$ cat src/rtl/bidir_bus_ctrl.sv
// Half-duplex sequencer for a shared bidirectional pad bus built from buf_io cells.
// Arbitrates write/read requesters and inserts a turnaround after every driven phase.
module bidir_bus_ctrl #(
    parameter int DATA_W  = 8,
    parameter int DRV_CYC = 2,
    parameter int TA_CYC  = 1,
    parameter int RD_LAT  = 2
) (
    input  logic              CLK,
    input  logic              RESET_N,
    input  logic              wr_req,
    input  logic [DATA_W-1:0] wr_data,
    output logic              wr_ack,
    input  logic              rd_req,
    output logic              rd_ack,
    output logic [DATA_W-1:0] rd_data,
    output logic [DATA_W-1:0] buf_t,
    output logic [DATA_W-1:0] buf_i,
    input  logic [DATA_W-1:0] buf_o,
    output logic              busy
);

    localparam int MAX_CYC = (DRV_CYC > TA_CYC) ? ((DRV_CYC > RD_LAT) ? DRV_CYC : RD_LAT)
                                                : ((TA_CYC > RD_LAT) ? TA_CYC : RD_LAT);
    localparam int CNT_W = $clog2(MAX_CYC + 1);

    localparam logic [CNT_W-1:0] DRV_LOAD = CNT_W'(DRV_CYC - 1);
    localparam logic [CNT_W-1:0] TA_LOAD  = (TA_CYC > 0) ? CNT_W'(TA_CYC - 1) : '0;
    localparam logic [CNT_W-1:0] RD_LOAD  = CNT_W'(RD_LAT - 1);
    localparam logic [CNT_W-1:0] CNT_ONE  = CNT_W'(1);

    typedef enum logic [1:0] {IDLE, DRIVE, TURN, SAMPLE} state_t;
    typedef enum logic {GRANT_RD, GRANT_WR} grant_t;

    state_t            state, state_n;
    grant_t            last_grant, last_grant_n;
    logic [CNT_W-1:0]  cnt, cnt_n;
    logic [DATA_W-1:0] buf_t_n, buf_i_n, rd_data_n;
    logic              wr_ack_n, rd_ack_n, busy_n;
    logic              wr_elig, rd_elig, grant_wr, grant_rd;

    always_ff @(posedge CLK or negedge RESET_N) begin
        if (!RESET_N) begin
            state      <= IDLE;
            last_grant <= GRANT_RD;
            cnt        <= '0;
            buf_t      <= '1;
            buf_i      <= '0;
            rd_data    <= '0;
            wr_ack     <= 1'b0;
            rd_ack     <= 1'b0;
            busy       <= 1'b0;
        end else begin
            // NOTE: state registers take non-blocking assignments so every flop samples pre-edge values.
            state      <= state_n;
            last_grant <= last_grant_n;
            cnt        <= cnt_n;
            buf_t      <= buf_t_n;
            buf_i      <= buf_i_n;
            rd_data    <= rd_data_n;
            wr_ack     <= wr_ack_n;
            rd_ack     <= rd_ack_n;
            busy       <= busy_n;
        end
    end

    always_comb begin
        // NOTE: every signal gets a default first so no path through the case leaves a latch.
        state_n      = state;
        last_grant_n = last_grant;
        cnt_n        = cnt;
        buf_t_n      = buf_t;
        buf_i_n      = buf_i;
        rd_data_n    = rd_data;
        wr_ack_n     = 1'b0;
        rd_ack_n     = 1'b0;

        // A requester whose ack is still visible is dropping its request, not asking again.
        wr_elig  = wr_req && !wr_ack;
        rd_elig  = rd_req && !rd_ack;
        grant_wr = 1'b0;
        grant_rd = 1'b0;

        unique case (state)
            IDLE: begin
                buf_t_n  = '1;
                grant_wr = wr_elig && (!rd_elig || (last_grant == GRANT_RD));
                grant_rd = rd_elig && !grant_wr;
                if (grant_wr) begin
                    buf_i_n      = wr_data;
                    buf_t_n      = '0;
                    cnt_n        = DRV_LOAD;
                    state_n      = DRIVE;
                    last_grant_n = GRANT_WR;
                    wr_ack_n     = (DRV_CYC == 1);
                end else if (grant_rd) begin
                    cnt_n        = RD_LOAD;
                    state_n      = SAMPLE;
                    last_grant_n = GRANT_RD;
                end
            end
            DRIVE: begin
                if (cnt == '0) begin
                    buf_t_n = '1;
                    if (TA_CYC > 0) begin
                        state_n = TURN;
                        cnt_n   = TA_LOAD;
                    end else begin
                        state_n = IDLE;
                    end
                end else begin
                    cnt_n    = cnt - CNT_ONE;
                    // ack is registered, so raise it one cycle ahead of the last driven cycle
                    wr_ack_n = (cnt == CNT_ONE);
                end
            end
            TURN: begin
                if (cnt == '0) begin
                    state_n = IDLE;
                end else begin
                    cnt_n = cnt - CNT_ONE;
                end
            end
            SAMPLE: begin
                if (cnt == '0) begin
                    rd_data_n = buf_o;
                    rd_ack_n  = 1'b1;
                    state_n   = IDLE;
                end else begin
                    cnt_n = cnt - CNT_ONE;
                end
            end
            default: begin
                state_n = IDLE;
                buf_t_n = '1;
            end
        endcase

        busy_n = (state_n != IDLE);
    end

endmodule

$ cat config.mk
export PLATFORM = sky130hd
export DESIGN_NAME = bidir_bus_ctrl
export DESIGN_NICKNAME = d
export VERILOG_FILES = /design/src/rtl/bidir_bus_ctrl.sv
export SDC_FILE = /design/constraint.sdc
export NUM_CORES = 1
export LEC_CHECK = 0
export BUFFER_PORTS_ARGS = -buffer_cell sky130_fd_sc_hd__clkbuf_2
export CAP_MARGIN = 20
export CORE_UTILIZATION = 47
export CTS_CLUSTER_SIZE = 14
export DETAILED_ROUTE_END_ITERATION = 16
export PLACE_DENSITY_LB_ADDON = 0.25
export SYNTH_ARGS = -nofsm -noshare
export SYNTH_HDL_FRONTEND = slang
export SYNTH_SLANG_ARGS = --single-unit
export TNS_END_PERCENT = 100
$ cat constraint.sdc
create_clock -name CLK -period 1.8 [get_ports CLK]
set_input_delay 0.18 -clock CLK [delete_from_list [all_inputs] [get_ports CLK]]
set_output_delay 0.18 -clock CLK [all_outputs]
set_load 0.005 [all_outputs]
==> impl_metrics.json, run 1 <==
{
  "post_cts_buffers": 0,
  "r2r_end": "buf_i[7]",
  "place_congestion": 0.736,
  "seq_power_share_pct": 44.1,
  "cts_hold_buf": 1,
  "dieWidth_um": 51.8,
  "root_buffer": "clkbuf_4",
  "grt_pass1_vias": 773,
  "hold_violations": 0,
  "skew_ns": 0.00589,
  "antenna_cells": 0,
  "maxCapViolations": 0,
  "synth_top_area_share_pct": 51.5,
  "yosys_most_used_dff": "dfrtp_1",
  "clkTransAtPathRegs_ns": 0.14,
  "synth_nets": 113,
  "grt_use_total_pct": 17.5,
  "cts_resized": 0,
  "relSlewSlack_pct": 60.5,
  "cp_max_fo": 9,
  "synth_edf_count": 0,
  "holdPathEnd": "rd_data[4]",
  "p_int_uw": 1540,
  "synth_area_leaders": "dfrtp_1 (52%), mux2_4 (10%), mux2_2 (8.7%)",
  "die_h_um": 51.8,
  "antenna_left": 0,
  "num_rows": 17,
  "yosysUniqueCellTypes": 27,
  "dieArea_um2": 2680,
  "initial_core_util_pct": 51.2,
  "drive_gt1_share_pct": 54.2,
  "status": "complete, no violations",
  "grt_setup_unrepaired": "no",
  "wire_per_inst_um": 12.6,
  "grt_max_degree": 26,
  "ys_async_sr_fraction_pct": 100,
  "antenna_found_initial": 0,
  "worstPathRequired_ns": 2.02,
  "fin_nets": 156,
  "seq_area_um2": 627,
  "synthTopCellsByCount": "dfrtp_1 (24), mux2_2 (9), mux2_4 (8)",
  "drv_slew": 0,
  "irDropWorstVdd_mv": 0.984,
  "p_comb_share_pct": 44.9,
  "yosys_warnings": 0,
  "synth_seq_area_share_pct": 53.8,
  "powerDensity_nw_per_um2": 1690,
  "drc_errors": 0,
  "drt-total-wl_mm": 2.01,
  "htreeDepth": 1,
  "timing.reg2reg.setup_slack_ns": 0.13,
  "synth_top_cell_by_area": "dfrtp_1",
  "arrival_ns": 1.90,
  "multi_input_area_um2": 448,
  "rr_worst_depth": 3,
  "vias_per_cell": 4.94,
  "finalCriticalPeriod_ns": 1.67,
  "hold_depth": 2,
  "hold_start": "buf_o[4]",
  "hold_class": "in -> reg",
  "leakagePower_uw": 0.000735,
  "ys_ff_latch": 25,
  "vias": 786,
  "grt_pass1_wl_mm": 3.38,
  "swShare_pct": 35.0,
  "firstDrtPassIters": 4,
  "critPathCaptureType": "flop",
  "portBuffers": 46,
  "period_share_pct": 92.9,
  "max_freq_mhz": 598,
  "cp-start-kind": "flop",
  "clockPowerShare_pct": 10.9,
  "setup_viol": 0,
  "cts_buffers": 3,
  "syn-cell-area_um2": 1170,
  "final_util_pct": 61.8,
  "fillCellCount": 201,
  "netlist_instances": 89,
  "cts_max_path_buffers": 2,
  "gr-total-overflow": 0,
  "dp_hpwl_mm": 1.47,
  "io_pins": 47,
  "final.setup.tns_ns": 0,
  "r2r-start": "wr_ack",
  "p_switching_uw": 830,
  "worst-setup-path-type": "reg -> reg",
  "clkSinkCount": 25,
  "clk_latency_ns": 0.33,
  "tightest_slew_ns": 0.592,
  "cts_tree": "built",
  "core_um2": 2280,
  "area_growth_pct": 20.6,
  "drt_iter0_drc": 7,
  "synthMostInstantiatedCell": "dfrtp_1",
  "synth_area_per_cell_um2": 13.1
}
## per-layer routing
metal | track usage [%] | share of wire (%)
met1 | 21.0 | 47
met2 | 30.1 | 48
met3 | 3.22 | 4.2
met4 | 8.11 | 1.3
met5 | 0 | 0
## through the flow
step	setup slack [ns]	std cells	area (um^2)	total power (uW)	hold WS, ns
floorplan	0.327	89	1170	1790	-0.116
global placement	0.167	154	1370	2090	0.210
detailed placement	0.128	154	1370	2130	0.215
CTS	0.0934	159	1410	2410	0.0605
global route	0.00324	159	1410	2580	0.0626
finish	0.127	159	1410	2370	0.0721
## critical path, cell delays in order (launching register included)
cell and delay [ns]:
dfrtp_1 0.42, nand2b_1 0.17, a2111o_1 0.61, mux2_4 0.38
## power groups by stage
stage | sequential, uW | clock [uW] | combinational, uW
detailed placement | 1060 | 0 | 1070
floorplan | 1030 | 0 | 760
global route | 1090 | 284 | 1200
CTS | 1050 | 271 | 1090
finish | 1050 | 260 | 1070
global placement | 1040 | 0 | 1050
## worst max-delay path by stage
stage	start	to	slack, ns	cells after the start
finish	wr_ack	buf_i[7]	0.13	3
global route	cnt[0]	rd_data[0]	0.003	4
floorplan	wr_ack	buf_i[0]	0.33	4
detailed placement	cnt[0]	rd_data[1]	0.13	4
CTS	cnt[1]	rd_data[1]	0.09	4
global placement	wr_ack	buf_i[3]	0.17	3
## kinds of logic (layout without fill, tap and decap cells)
family	Yosys count	after routing	share of synthesized area [%]
XOR/XNOR	1	1	0.751
flip-flops	25	25	53.8
AND/OR/NAND/NOR	13	13	6.54
multiplexers	17	17	19.0
buffers and inverters	15	57	7.83
AO/OA/AOI/OAI	14	14	7.83
adder cells (fa/ha/maj)	4	4	4.29
## registers in the layout, summed over array words and instances (netlist names), 2 cells and up
name,count
cnt,2
rd_data,8
buf_i,8
state,2
## cell usage in the layout (no fill, tap or decap), types with 2 or more instances in the layout
master / Yosys / routed
nor2_1: 2 / 2
clkbuf_4: 0 / 3
a21oi_1: 4 / 4
dfrtp_1: 24 / 24
inv_1: 5 / 5
nand2_1: 4 / 4
o211ai_1: 2 / 2
mux2_4: 8 / 8
ha_1: 4 / 4
mux2_2: 9 / 9
nand2b_1: 2 / 2
o21ai_0: 3 / 3
clkbuf_2: 0 / 46
## cell type report
cell class	instances	share of cell area [%]
Tap cell	28	2.49
Clock buffer	3	1.60
Sequential cell	25	44.6
Inverter	5	1.33
Multi-Input combinational cell	49	31.9
Clock inverter	1	0.534
Timing Repair Buffer	48	17.6
(Power assumes the default switching activity.)
==> inputs of run 2 (changes only) <==
--- a/config.mk
+++ b/config.mk
@@ -7,7 +7,8 @@
 export LEC_CHECK = 0
 export BUFFER_PORTS_ARGS = -buffer_cell sky130_fd_sc_hd__clkbuf_2
 export CAP_MARGIN = 20
-export CORE_UTILIZATION = 47
+export CORE_UTILIZATION = 49
+export CTS_BUF_LIST = sky130_fd_sc_hd__clkbuf_8
 export CTS_CLUSTER_SIZE = 14
 export DETAILED_ROUTE_END_ITERATION = 16
 export PLACE_DENSITY_LB_ADDON = 0.25
==> run 2 against run 1 <==
Compared with the run above:
- global-route usage decreased by 0.61 points
- fmax increased by 2.0%
- largest power group is now sequential cells
- critical endpoint is now buf_i[0]
- flip-flop and latch count unchanged
- clock skew about the same
- design area increased by 1.9%
==> impl_metrics.json, run 2 (synthesized netlist as in run 1, its figures left out) <==
{
  "status": "complete, no violations",
  "hold_violations": 0,
  "setup_viol": 0,
  "drc_errors": 0,
  "rr_worst_depth": 3,
  "tightest_slew_ns": 0.597,
  "area_growth_pct": 22.9,
  "timing.reg2reg.setup_slack_ns": 0.16,
  "clk_latency_ns": 0.27,
  "drt-total-wl_mm": 1.96,
  "r2r_end": "buf_i[0]",
  "path_buf_inv": 0,
  "drv_slew": 0,
  "clkTransAtPathRegs_ns": 0.09,
  "cp_max_fo": 9,
  "worstPathRequired_ns": 1.95,
  "relSlewSlack_pct": 60.2,
  "cts_max_path_buffers": 2,
  "grt_setup_unrepaired": "no",
  "multi_input_area_um2": 448,
  "gr-total-overflow": 0,
  "vias": 801,
  "hold_start": "buf_o[7]",
  "holdPathEnd": "rd_data[7]",
  "vias_per_cell": 5.01,
  "critPathCaptureType": "flop",
  "grt_use_total_pct": 16.9,
  "antenna_cells": 0,
  "fillCellCount": 175,
  "core_um2": 2230,
  "skew_ns": 0.00585,
  "maxCapViolations": 0,
  "wire_per_inst_um": 12.3,
  "seq_area_um2": 627,
  "grt_pass1_vias": 739,
  "reg.largest.list": "buf_i (8), rd_data (8)",
  "powerDensity_nw_per_um2": 1710,
  "arrival_ns": 1.79,
  "final_common_cell": "clkbuf_2",
  "max_freq_mhz": 610,
  "hold_depth": 2,
  "num_rows": 17,
  "cts_tree": "built",
  "post_cts_buffers": 0,
  "r2r-start": "wr_ack",
  "hold_class": "in -> reg",
  "cp-start-kind": "flop",
  "worst-setup-path-type": "reg -> reg",
  "dieWidth_um": 50.8,
  "io_pins": 47,
  "final_cell_mix": "clkbuf_2 (46), dfrtp_1 (24), mux2_2 (9), mux2_4 (8), inv_1 (5)",
  "leakagePower_uw": 0.000747,
  "finish.instance_area_um2": 1430,
  "grt_pass1_wl_mm": 3.19,
  "max_stage_delay_ns": 0.60,
  "place_area_um2": 1370,
  "finalCriticalPeriod_ns": 1.64,
  "root_buffer": "clkbuf_8",
  "cpLargestDelayFamily": "compound AO/OA/AOI/OAI gates",
  "period_share_pct": 91.1,
  "antenna_left": 0,
  "fin_nets": 157,
  "cts_buffers": 3,
  "cp_slowest_cell": "a2111o_1",
  "antenna_found_initial": 0,
  "portBuffers": 46,
  "dieArea_um2": 2580,
  "final.setup.tns_ns": 0,
  "clkSinkCount": 25,
  "htreeDepth": 1,
  "firstDrtPassIters": 4,
  "initial_core_util_pct": 52.2,
  "drive_gt1_share_pct": 54.5,
  "drt_iter0_drc": 8,
  "place_congestion": 0.812,
  "grt_max_degree": 26,
  "die_h_um": 50.8,
  "path_cells": "nand2b_1, a2111o_1, mux2_4",
  "irDropWorstVdd_mv": 0.866
}
==> run 2: cell count changes in the layout (fill, tap and decap cells not counted), sizes merged <==
| cell | previous run | this run |
|---|---|---|
| buf | 1 | 2 |
==> run 2: final cells by class <==
cell class                      count  share of cell area [%]
Inverter                            5                    1.31
Clock buffer                        3                    2.88
Tap cell                           28                    2.45
Sequential cell                    25                    43.8
Multi-Input combinational cell     49                    31.3
Timing Repair Buffer               49                    17.8
Clock inverter                      1                   0.524
==> run 2: worst register-to-register path: stages, from the launching register on <==
cell,delay (ns)
dfrtp_1,0.39
nand2b_1,0.17
a2111o_1,0.60
mux2_4,0.37
==> run 2: what timing repair did <==
action	CTS	global route
gates resized for setup	0	0
hold endpoints to repair	24	0
hold buffers	1	0
==> run 2: through the flow <==
step,worst slack [ns],instances,power (uW),utilization [%],hold WS (ns)
floorplan,0.327,89,1790,-,-0.116
global placement,0.198,155,2090,61.5,0.213
detailed placement,0.147,155,2150,61.5,0.216
CTS,0.156,160,2480,64.1,0.134
global route,0.117,160,2650,64.1,0.134
finish,0.160,160,2450,64.1,0.137
==> run 2: how the worst max path moves through the flow <==
stage                start          to  slack (ns)  cells past startpoint
global route        cnt[0]  rd_data[3]        0.12                      5
CTS                 wr_ack    buf_i[7]        0.16                      3
detailed placement  wr_ack    buf_i[2]        0.15                      3
floorplan           wr_ack    buf_i[0]        0.33                      4
finish              wr_ack    buf_i[0]        0.16                      3
global placement    wr_ack    buf_i[1]        0.20                      3
==> run 2: metal layers <==
layer	part of all wire (%)	GRT usage, %	vias up	wire length [um]
met5	0	0	-	0
met3	4.1	1.82	4	81
met1	43	20.6	379	848
met2	51	29.3	30	1000
li1	-	-	388	-
met4	1.5	8.33	0	29
==> run 2: report_power, final <==
part | switching [uW] | internal [uW] | total (uW)
sequential | 221 | 844 | 1060
combinational | 431 | 625 | 1060
clock | 177 | 157 | 333
total | 828 | 1630 | 2450
